### config.mk
export PLATFORM = sky130hd
export DESIGN_NAME = voice_scheduler
export DESIGN_NICKNAME = d
export VERILOG_FILES = /design/src/rtl/drumseq_pkg.sv /design/src/rtl/tick_gen.sv /design/src/rtl/voice_scheduler.sv
export SDC_FILE = /design/constraint.sdc
export NUM_CORES = 1
export LEC_CHECK = 0
export CAP_MARGIN = 5
export CORE_ASPECT_RATIO = 1.25
export CORE_MARGIN = 2
export CORE_UTILIZATION = 50
export CTS_CLUSTER_SIZE = 30
export DETAILED_ROUTE_END_ITERATION = 12
export PLACE_DENSITY_LB_ADDON = 0.15
export SLEW_MARGIN = 30
export SYNTH_ARGS = -nofsm -noshare
export SYNTH_HDL_FRONTEND = slang
export SYNTH_SLANG_ARGS = --single-unit
### constraint.sdc
create_clock -name clk -period 7.21 [get_ports clk]
set_input_delay 1.0815 -clock clk [delete_from_list [all_inputs] [get_ports clk]]
set_output_delay 1.0815 -clock clk [all_outputs]
set_load 0.1 [all_outputs]
### src/rtl/drumseq_pkg.sv
// Shared types and helpers for the drum voice scheduler.
// Scheduler FSM states, voice limit and region address helper.
package drumseq_pkg;

    typedef enum logic [1:0] {
        IDLE,
        ISSUE,
        CAPT,
        OUT
    } sched_state_t;

    localparam int NVOICE_MAX = 4;

    function automatic logic [31:0] region_base(input int v, input int sh);
        return 32'(v) << sh;
    endfunction

endpackage

### src/rtl/tick_gen.sv
// Sample-tick generator: free-running counter 0..div-1,
// one-clock tick pulse registered at each wrap.
module tick_gen (
    input  logic        clk,
    input  logic        rst,
    input  logic [15:0] div,
    output logic        tick
);

    logic [15:0] cnt_q, cnt_d;
    logic        tick_q, tick_d;
    logic        wrap;

    always_comb begin
        wrap   = (cnt_q == div - 16'd1);
        cnt_d  = wrap ? 16'd0 : cnt_q + 16'd1;
        tick_d = wrap;
    end

    always_ff @(posedge clk) begin
        if (!rst) begin
            cnt_q  <= '0;
            tick_q <= 1'b0;
        end else begin
            cnt_q  <= cnt_d;
            tick_q <= tick_d;
        end
    end

    assign tick = tick_q;

endmodule

### src/rtl/voice_scheduler.sv
// Time-multiplexes one sample-memory read port across drum voices
// and sums one byte per active voice into an 8-bit mix each tick.
module voice_scheduler
    import drumseq_pkg::*;
#(
    parameter int NVOICE     = 4,
    parameter int ADDR_W     = 14,
    parameter int REGION_SH  = 12,
    parameter int SAMPLE_LEN = 4000,
    parameter int TICK_DIV   = 1500
) (
    input  logic              clk,
    input  logic              rst,
    input  logic              enable,
    input  logic [NVOICE-1:0] trig,
    output logic              mem_rd,
    output logic [ADDR_W-1:0] mem_addr,
    input  logic [7:0]        mem_rdata,
    output logic [7:0]        mix,
    output logic              mix_valid,
    output logic [NVOICE-1:0] active,
    output logic              overrun
);

    localparam int SW = $clog2(NVOICE);
    localparam int AW = 8 + $clog2(NVOICE_MAX);
    localparam int PW = REGION_SH;

    sched_state_t      state_q, state_d;
    logic [SW-1:0]     slot_q, slot_d;
    logic [AW-1:0]     acc_q, acc_d;
    logic [PW-1:0]     ptr_q [NVOICE];
    logic [PW-1:0]     ptr_d [NVOICE];
    logic [NVOICE-1:0] active_q, active_d;
    logic [NVOICE-1:0] pending_q, pending_d;
    logic [NVOICE-1:0] trig_q;
    logic [NVOICE-1:0] rise;
    logic              mem_rd_q, mem_rd_d;
    logic [ADDR_W-1:0] mem_addr_q, mem_addr_d;
    logic [7:0]        mix_q, mix_d;
    logic              mix_valid_q, mix_valid_d;
    logic              overrun_q, overrun_d;
    logic              tick;

    tick_gen u_tick (
        .clk  (clk),
        .rst  (rst),
        .div  (16'(TICK_DIV)),
        .tick (tick)
    );

    always_comb begin
        state_d     = state_q;
        slot_d      = slot_q;
        acc_d       = acc_q;
        active_d    = active_q;
        mem_rd_d    = 1'b0;
        mem_addr_d  = mem_addr_q;
        mix_d       = mix_q;
        mix_valid_d = 1'b0;
        overrun_d   = overrun_q;
        for (int v = 0; v < NVOICE; v++) ptr_d[v] = ptr_q[v];
        rise      = trig & ~trig_q;
        pending_d = pending_q | rise;

        if (tick && state_q != IDLE) overrun_d = 1'b1;

        unique case (state_q)
            IDLE: begin
                if (tick) begin
                    state_d = ISSUE;
                    slot_d  = '0;
                    acc_d   = '0;
                    for (int v = 0; v < NVOICE; v++) begin
                        if (pending_q[v]) begin
                            active_d[v] = 1'b1;
                            ptr_d[v]    = '0;
                        end
                    end
                    pending_d = rise;
                    if (!enable) begin
                        active_d  = '0;
                        pending_d = '0;
                    end
                end
            end
            ISSUE: state_d = CAPT;
            CAPT: begin
                // active cannot change between ISSUE and CAPT, so it marks a read
                if (active_q[slot_q]) begin
                    acc_d = acc_q + AW'(mem_rdata);
                    if (ptr_q[slot_q] == PW'(SAMPLE_LEN - 1))
                        active_d[slot_q] = 1'b0;
                    else
                        ptr_d[slot_q] = ptr_q[slot_q] + 1'b1;
                end
                if (slot_q == SW'(NVOICE - 1)) begin
                    state_d     = OUT;
                    mix_d       = acc_d[AW-1:AW-8];
                    mix_valid_d = 1'b1;
                end else begin
                    state_d = ISSUE;
                    slot_d  = slot_q + 1'b1;
                end
            end
            OUT: state_d = IDLE;
        endcase

        if (state_d == ISSUE && active_d[slot_d]) begin
            mem_rd_d   = 1'b1;
            mem_addr_d = ADDR_W'(region_base(int'(slot_d), REGION_SH))
                       + ADDR_W'(ptr_d[slot_d]);
        end
    end

    always_ff @(posedge clk) begin
        if (!rst) begin
            state_q     <= IDLE;
            slot_q      <= '0;
            acc_q       <= '0;
            active_q    <= '0;
            pending_q   <= '0;
            trig_q      <= '0;
            mem_rd_q    <= 1'b0;
            mem_addr_q  <= '0;
            mix_q       <= '0;
            mix_valid_q <= 1'b0;
            overrun_q   <= 1'b0;
            for (int v = 0; v < NVOICE; v++) ptr_q[v] <= '0;
        end else begin
            state_q     <= state_d;
            slot_q      <= slot_d;
            acc_q       <= acc_d;
            active_q    <= active_d;
            pending_q   <= pending_d;
            trig_q      <= trig;
            mem_rd_q    <= mem_rd_d;
            mem_addr_q  <= mem_addr_d;
            mix_q       <= mix_d;
            mix_valid_q <= mix_valid_d;
            overrun_q   <= overrun_d;
            for (int v = 0; v < NVOICE; v++) ptr_q[v] <= ptr_d[v];
        end
    end

    assign mem_rd    = mem_rd_q;
    assign mem_addr  = mem_addr_q;
    assign mix       = mix_q;
    assign mix_valid = mix_valid_q;
    assign active    = active_q;
    assign overrun   = overrun_q;

endmodule

# After elaboration in Yosys (flattened, before gate mapping)
# Memory sizes are Yosys's and may differ from the RTL's. A register that Yosys moved wholly into a read port is not among the register bits.
# Index checks and enable logic that the tools add are counted.
# totals
ff_bits,68
ramBits,48
input_bits,15
output_inout_bits,29
word_cells,109
mem_count,1
# memory_table
name,depth,width,rd,rd_clocked_by_memory_dff,write_ports,line_no,rtl
ptr_q,4,12,5,1,4,voice_scheduler.sv:32,logic [PW-1:0] ptr_q [NVOICE];
# classes
addsub,5
order_cmp,6
n_eq_ne,9
mux,50
n_bitwise,12
n_reduce_logical,12
# op_table
cell,n
2-to-1 mux 48 bit,3
2-to-1 mux 12 bit,11
case mux 48 bit (2 select lines),1
bitwise mux 48 bit,1
2-to-1 mux 4 bit,7
binary-select mux 12 bit (select 2 bit),1
demux 12 bit (select 2 bit),1
2-to-1 mux 10 bit,2
case mux 10 bit (2 select lines),1
"adder 16 x 1 -> 16 bit, second input constant",1
"== test 16 x 11 -> 1 bit, second input constant",1
adder 14 x 12 -> 14 bit,1
"adder 12 x 1 -> 12 bit, second input constant",1
"== test 12 bit, second input constant",1
2-to-1 mux 1 bit,11
adder 10 x 8 -> 10 bit,1
2-to-1 mux 2 bit,5
bitwise AND 4 bit,2
NOT 4 bit,2
case mux 2 bit (4 select lines),1
case mux 4 bit (2 select lines),1
"== test 2 bit, second input constant",3
"greater-or-equal comparator 3 bit, second input constant",2
"less-than comparator 2 x 3 -> 1 bit, second input constant",2
19 further kinds,31

# Longest topological paths before layout
# depth
word_depth,13
depth_mapped,12

# Hierarchy
# A second synthesis with hierarchy kept.
# unflattened
cells_unflattened,762
hier_area_um2,6530.0
# by_module_without_submodules
mod,n_inst,cells_per_inst,area_each_um2,seq_area_each_um2
voice_scheduler,1,586,5163.7,1981.9
tick_gen,1,176,1366.3,340.3

# Worst setup path before layout
# Ideal clock, no wire load.
# synth_path
path_kind,register -> register
start,reg slot_q[0]
end,reg mem_addr_q[10] (netlist: mem_addr[10])
setup_ps,119
arrival_time_ps,2881
t_required_ps,7091
setup_slack_ps,4210
path_stages_with_launch,12
period_less_slack_ps,3000
path_cell_list,dfxtp_1 > buf_6 > buf_2 > mux4_2 > ha_1 > nand4_2 > nor3_4 > or4b_1 > buf_4 > a31oi_1 > a311oi_1 > o221a_2
# synth_via
elab_chain_len,13
word_cells_on_any_way,38
classes_between,2 x add/sub; 4 x order compare; 2 x eq/ne; 23 x mux; 4 x bitwise; 3 x reduce/logical
# synth_rtl
item,line_no,rtl
"start, declared",voice_scheduler.sv:30,"logic [SW-1:0] slot_q, slot_d;"
"start signal, assigned",voice_scheduler.sv:132,slot_q <= slot_d;
NOT 2 -> 3 bit (not written as such),voice_scheduler.sv:95,ptr_d[slot_q] = ptr_q[slot_q] + 1'b1;
greater-or-equal comparator 3 bit (not written as such) or less-than comparator 3 x 1 -> 1 bit (tied branches),voice_scheduler.sv:95,
logical AND 1 bit (not written as such),voice_scheduler.sv:95,
2-to-1 mux 12 bit (not written as such),voice_scheduler.sv:95,
demux 12 bit (select 2 bit),voice_scheduler.sv:95,
bitwise mux 48 bit,voice_scheduler.sv:95,
2-to-1 mux 48 bit,voice_scheduler.sv:92,if (ptr_q[slot_q] == PW'(SAMPLE_LEN - 1))
2-to-1 mux 48 bit,voice_scheduler.sv:90,if (active_q[slot_q]) begin
case mux 48 bit (2 select lines),voice_scheduler.sv:68,unique case (state_q)
binary-select mux 12 bit (select 2 bit),voice_scheduler.sv:112,+ ADDR_W'(ptr_d[slot_d]);
2-to-1 mux 12 bit (not written as such) (2 in a row),voice_scheduler.sv:112,
adder 14 x 12 -> 14 bit,voice_scheduler.sv:112,
"end signal, assigned",voice_scheduler.sv:138,mem_addr_q <= mem_addr_d;
"end, declared",voice_scheduler.sv:39,"logic [ADDR_W-1:0] mem_addr_q, mem_addr_d;"
# Several ways; a longest one is shown, not always the timed one. The select of a mux whose other input is x is not followed.
# A chain may end at the register's enable or synchronous reset.

# Final worst setup path
# layout_path
start,reg slot_q[1]
end,reg mem_addr_q[10] (netlist: mem_addr[10])
# Same word-level chain as after synthesis.

==> results.tsv <==
stage	metric	value	unit
cts	numCtsBuffers	17	
synthesis	yosys.cell_types.count	68	
die	floorplan.rows	43	
synthesis	synthesis.area_per_instance	8.569	sq um
die	top_level_pins	44	
cells_and_area	final.fill_count	992	
worst_setup_path	reg_to_reg_critical_path_startpoint	slot_q[1]	
global_route	grt_first_pass_wirelength	26000	microns
timing	timing.setup.tns	0	ns
global_route	antenna_found_initial	0	
synthesis	synth_edf_count	0	
cells_and_area	area_delta_synth_final	19.68	%
run	drv_cap	0	
global_route	grt_pass1_vias	5144	
die	chipWidth	100.1	microns
cts	cts_hold_buf	0	
cts	post_cts_resized	0	
drt	wire_length_after_detailed_routing	16210	microns
power	power_per_cell_area	234.7	nW/um^2
worst_setup_path	critical-path-slowest-cell	dfxtp_1	
cts	clk_root_buffer_cell	clkbuf_16	
timing	tightestPinTransition	1.031	ns
cts	tritoncts	done	
timing	finalSetupViolCount	0	
cts	ctsLongestPathBuffers	2	
synthesis	syn-num-nets	699	
placement	globalplace.congestion	0.9046	
timing	clock_skew	0.009636	ns
worst_setup_path	data_required_critical_path	7.58	ns
timing	final.min_clock_period	3.773	ns
synthesis	netlist_instances	673	
worst_hold_path	worstHoldEndpoint	mem_addr[7]	
cts	cts_sinks	116	
synthesis	ys_ff_latch	116	
drt	vias	5325	
worst_setup_path	timing.reg2reg.worst_path_depth	8	
global_route	gr_ovfl_total	0	
power	leakage	0.002455	uW
synthesis	synthFlopType	dfxtp_1	
worst_setup_path	end_kind	flop	
timing	rsz0062_at_grt	false	
worst_setup_path	path_max_fanout	22	
cts	cts.clk_slew.worst_paths	0.06	ns
placement	post-dp-hpwl	10430	microns
cells_and_area	drive_above_1_share	0.09818	
die	design.die.area	12410	sq um
synthesis	synth_area	5767	sq um
cts	worst_skew_pair.late_latency	0.42	ns
worst_setup_path	max_stage_delay	0.99	ns
worst_setup_path	worstReg2RegEnd	mem_addr[10]	
die	floorplan.core_area	11190	sq um
timing	final.period_utilization	0.5233	
drt	drt_first_iter_violations	429	
worst_setup_path	timing_worst_setup_path_type	reg2reg	
drt	postRouteAntennaNets	0	
global_route	globalRouteTotalUtil	0.2714	
global_route	grt_max_degree	75	
die	effective_utilization_at_floorplan	0.5153	
drt	detail_route.drc_violations	0	
worst_hold_path	worst_hold_startpoint	mem_addr[7]	
timing	fmax	265.0	MHz
synthesis	async_reset_ff_frac	0	
timing	final-hold-violation-count	0	
worst_setup_path	timing.reg2reg.setup_slack	3.44	ns
worst_hold_path	hold_path.class	reg2reg	
synthesis	ys_warn_count	0	
cts	postCtsSetupRepairBufs	0	
worst_hold_path	min_delay_path_depth	2	
run_status	status	finished clean	
cells_and_area	n_antenna_cell	0	
timing	pins_over_slew_limit	0	
placement	io_buffers	43	
synthesis	synth_sequential_area_ratio	0.4027	
die	die_height	124.1	microns
timing	timing.slew.headroom	0.3115	
worst_setup_path	arrival	4.14	ns
worst_setup_path	critical_path.cell_chain	mux4_1, nor3b_1, a31oi_2, a21oi_2, and3_1, a31oi_1, o21ai_0, o221a_2	
timing	layout_setup_ws	3.437	ns
drt	firstDrtPassIters	5	
drt	wl_per_cell	19.11	microns
cts	clock_tree.htree_level_count	4	
cells_and_area	num-nets-final	726	
power	ir_drop	0.0001405	V
placement	post_place_worst_slack	3.427	ns
drt	route.detailed.vias_per_inst	6.279	
worst_setup_path	critical_path.startpoint_type	flop	
-- flip-flops by register name, indices dropped and copies added (netlist names) --
signal	flops
acc_q	10
active	4
mem_addr	14
mem_rd	1
mix	8
mix_valid	1
overrun	1
pending_q	4
ptr_q	48
slot_q	2
state_q	2
trig_q	4
u_tick.cnt_q	16
u_tick.tick	1
-- per-layer routing --
layer	wire [microns]	vias up	track usage
li1	-	2489	-
met3	1226	50	0.06902
met2	7984	272	0.4616
met1	6520	2514	0.3264
met4	473	0	0.1164
met5	0	-	0
-- stage by stage --
| step | instances | hold slack [ns] | cell area, sq um | util | power (uW) |
|---|---|---|---|---|---|
| 2_1_floorplan | 673 | 0.4298 | 5767 | - | 680.3 |
| 3_3_place_gp | 814 | 0.4409 | 6216 | 0.5555 | 694.4 |
| 3_5_place_dp | 814 | 0.4475 | 6221 | 0.5559 | 695.2 |
| 4_1_cts | 846 | 0.4614 | 6879 | 0.6147 | 1625 |
| 5_1_grt | 848 | 0.4821 | 6902 | 0.6167 | 1661 |
| 6_report | 848 | 0.4592 | 6902 | 0.6167 | 1620 |
-- cell usage after synthesis, types with 4 or more instances --
master | n | area (sq um)
dfxtp_1 | 116 | 2322
nor2_1 | 96 | 360.4
a21oi_1 | 62 | 310.3
nand3_1 | 55 | 275.3
nand2_1 | 45 | 168.9
clkbuf_1 | 30 | 112.6
o21ai_0 | 26 | 130.1
a31oi_1 | 22 | 137.6
and2_1 | 17 | 106.4
xnor2_1 | 14 | 122.6
xor2_1 | 14 | 122.6
inv_1 | 13 | 48.80
and3_1 | 12 | 75.07
mux4_2 | 12 | 270.3
ha_1 | 10 | 125.1
a22oi_1 | 9 | 67.56
mux2i_1 | 7 | 70.07
nor3b_1 | 7 | 52.55
a211oi_1 | 6 | 45.04
buf_2 | 6 | 30.03
nand2b_1 | 5 | 31.28
nand4_1 | 5 | 31.28
a21o_1 | 4 | 30.03
a221o_1 | 4 | 40.04
nor2b_1 | 4 | 25.02
nor4b_1 | 4 | 35.03
o21a_1 | 4 | 30.03
o21bai_1 | 4 | 30.03
o221ai_1 | 4 | 35.03
or3_1 | 4 | 25.02
-- where the power goes --
part | switching [uW] | internal [uW] | leakage (uW)
Clock | 309 | 630 | 0.000315
Combinational | 18.5 | 13.9 | 0.00120
Sequential | 3.60 | 646 | 0.000937
Total | 331 | 1290 | 0.00245
-- final cells by class --
type | instances | area, sq um | share of cell area
multi-input combinational | 502 | 3212 | 0.4654
sequential | 116 | 2323 | 0.3367
timing repair buffer | 50 | 490.5 | 0.07107
clock buffer | 19 | 452.9 | 0.06563
clock inverter | 13 | 205.2 | 0.02973
tap | 135 | 168.9 | 0.02447
inverter | 13 | 48.80 | 0.007070
-- cell usage in the layout (no fill, tap or decap), drive strengths merged, types with 9 or more instances in the layout --
cell type	n
a22oi	9
xnor2	14
clkbuf	19
dfxtp	116
nand2	46
o21ai	27
inv	13
and3	12
a31oi	24
nand3	55
a21oi	63
clkdlybuf4s50	43
ha	10
mux4	13
and2	17
xor2	14
nor2	96
-- worst max path at each step --
stage,cells after the start,end,startpoint
CTS,6,mem_addr[10],state_q[1]
finish,8,mem_addr[10],slot_q[1]
global route,9,mem_addr[10],slot_q[1]
global placement,8,mem_addr[11],slot_q[0]
detailed placement,6,mem_addr[10],state_q[1]
floorplan,11,mem_addr[10],slot_q[0]
-- worst max-delay path: cells and delay by family (launching register included) --
kind             cells  cell delay, ns
flip-flops           1            0.99
AO/OA/AOI/OAI        5            1.48
multiplexers         1            0.54
AND/OR/NAND/NOR      2            0.69
-- kinds of logic (layout without fill, tap and decap cells) --
family | count (synthesis) | count (layout) | share of synthesized area
buf+inv | 55 | 95 | 0.04101
simple gates | 274 | 274 | 0.2345
mux | 21 | 21 | 0.06553
flops | 116 | 116 | 0.4027
fa+ha+maj | 11 | 11 | 0.02517
compound gates | 168 | 168 | 0.1885
xor+xnor | 28 | 28 | 0.04253
(Power assumes the default switching activity.)
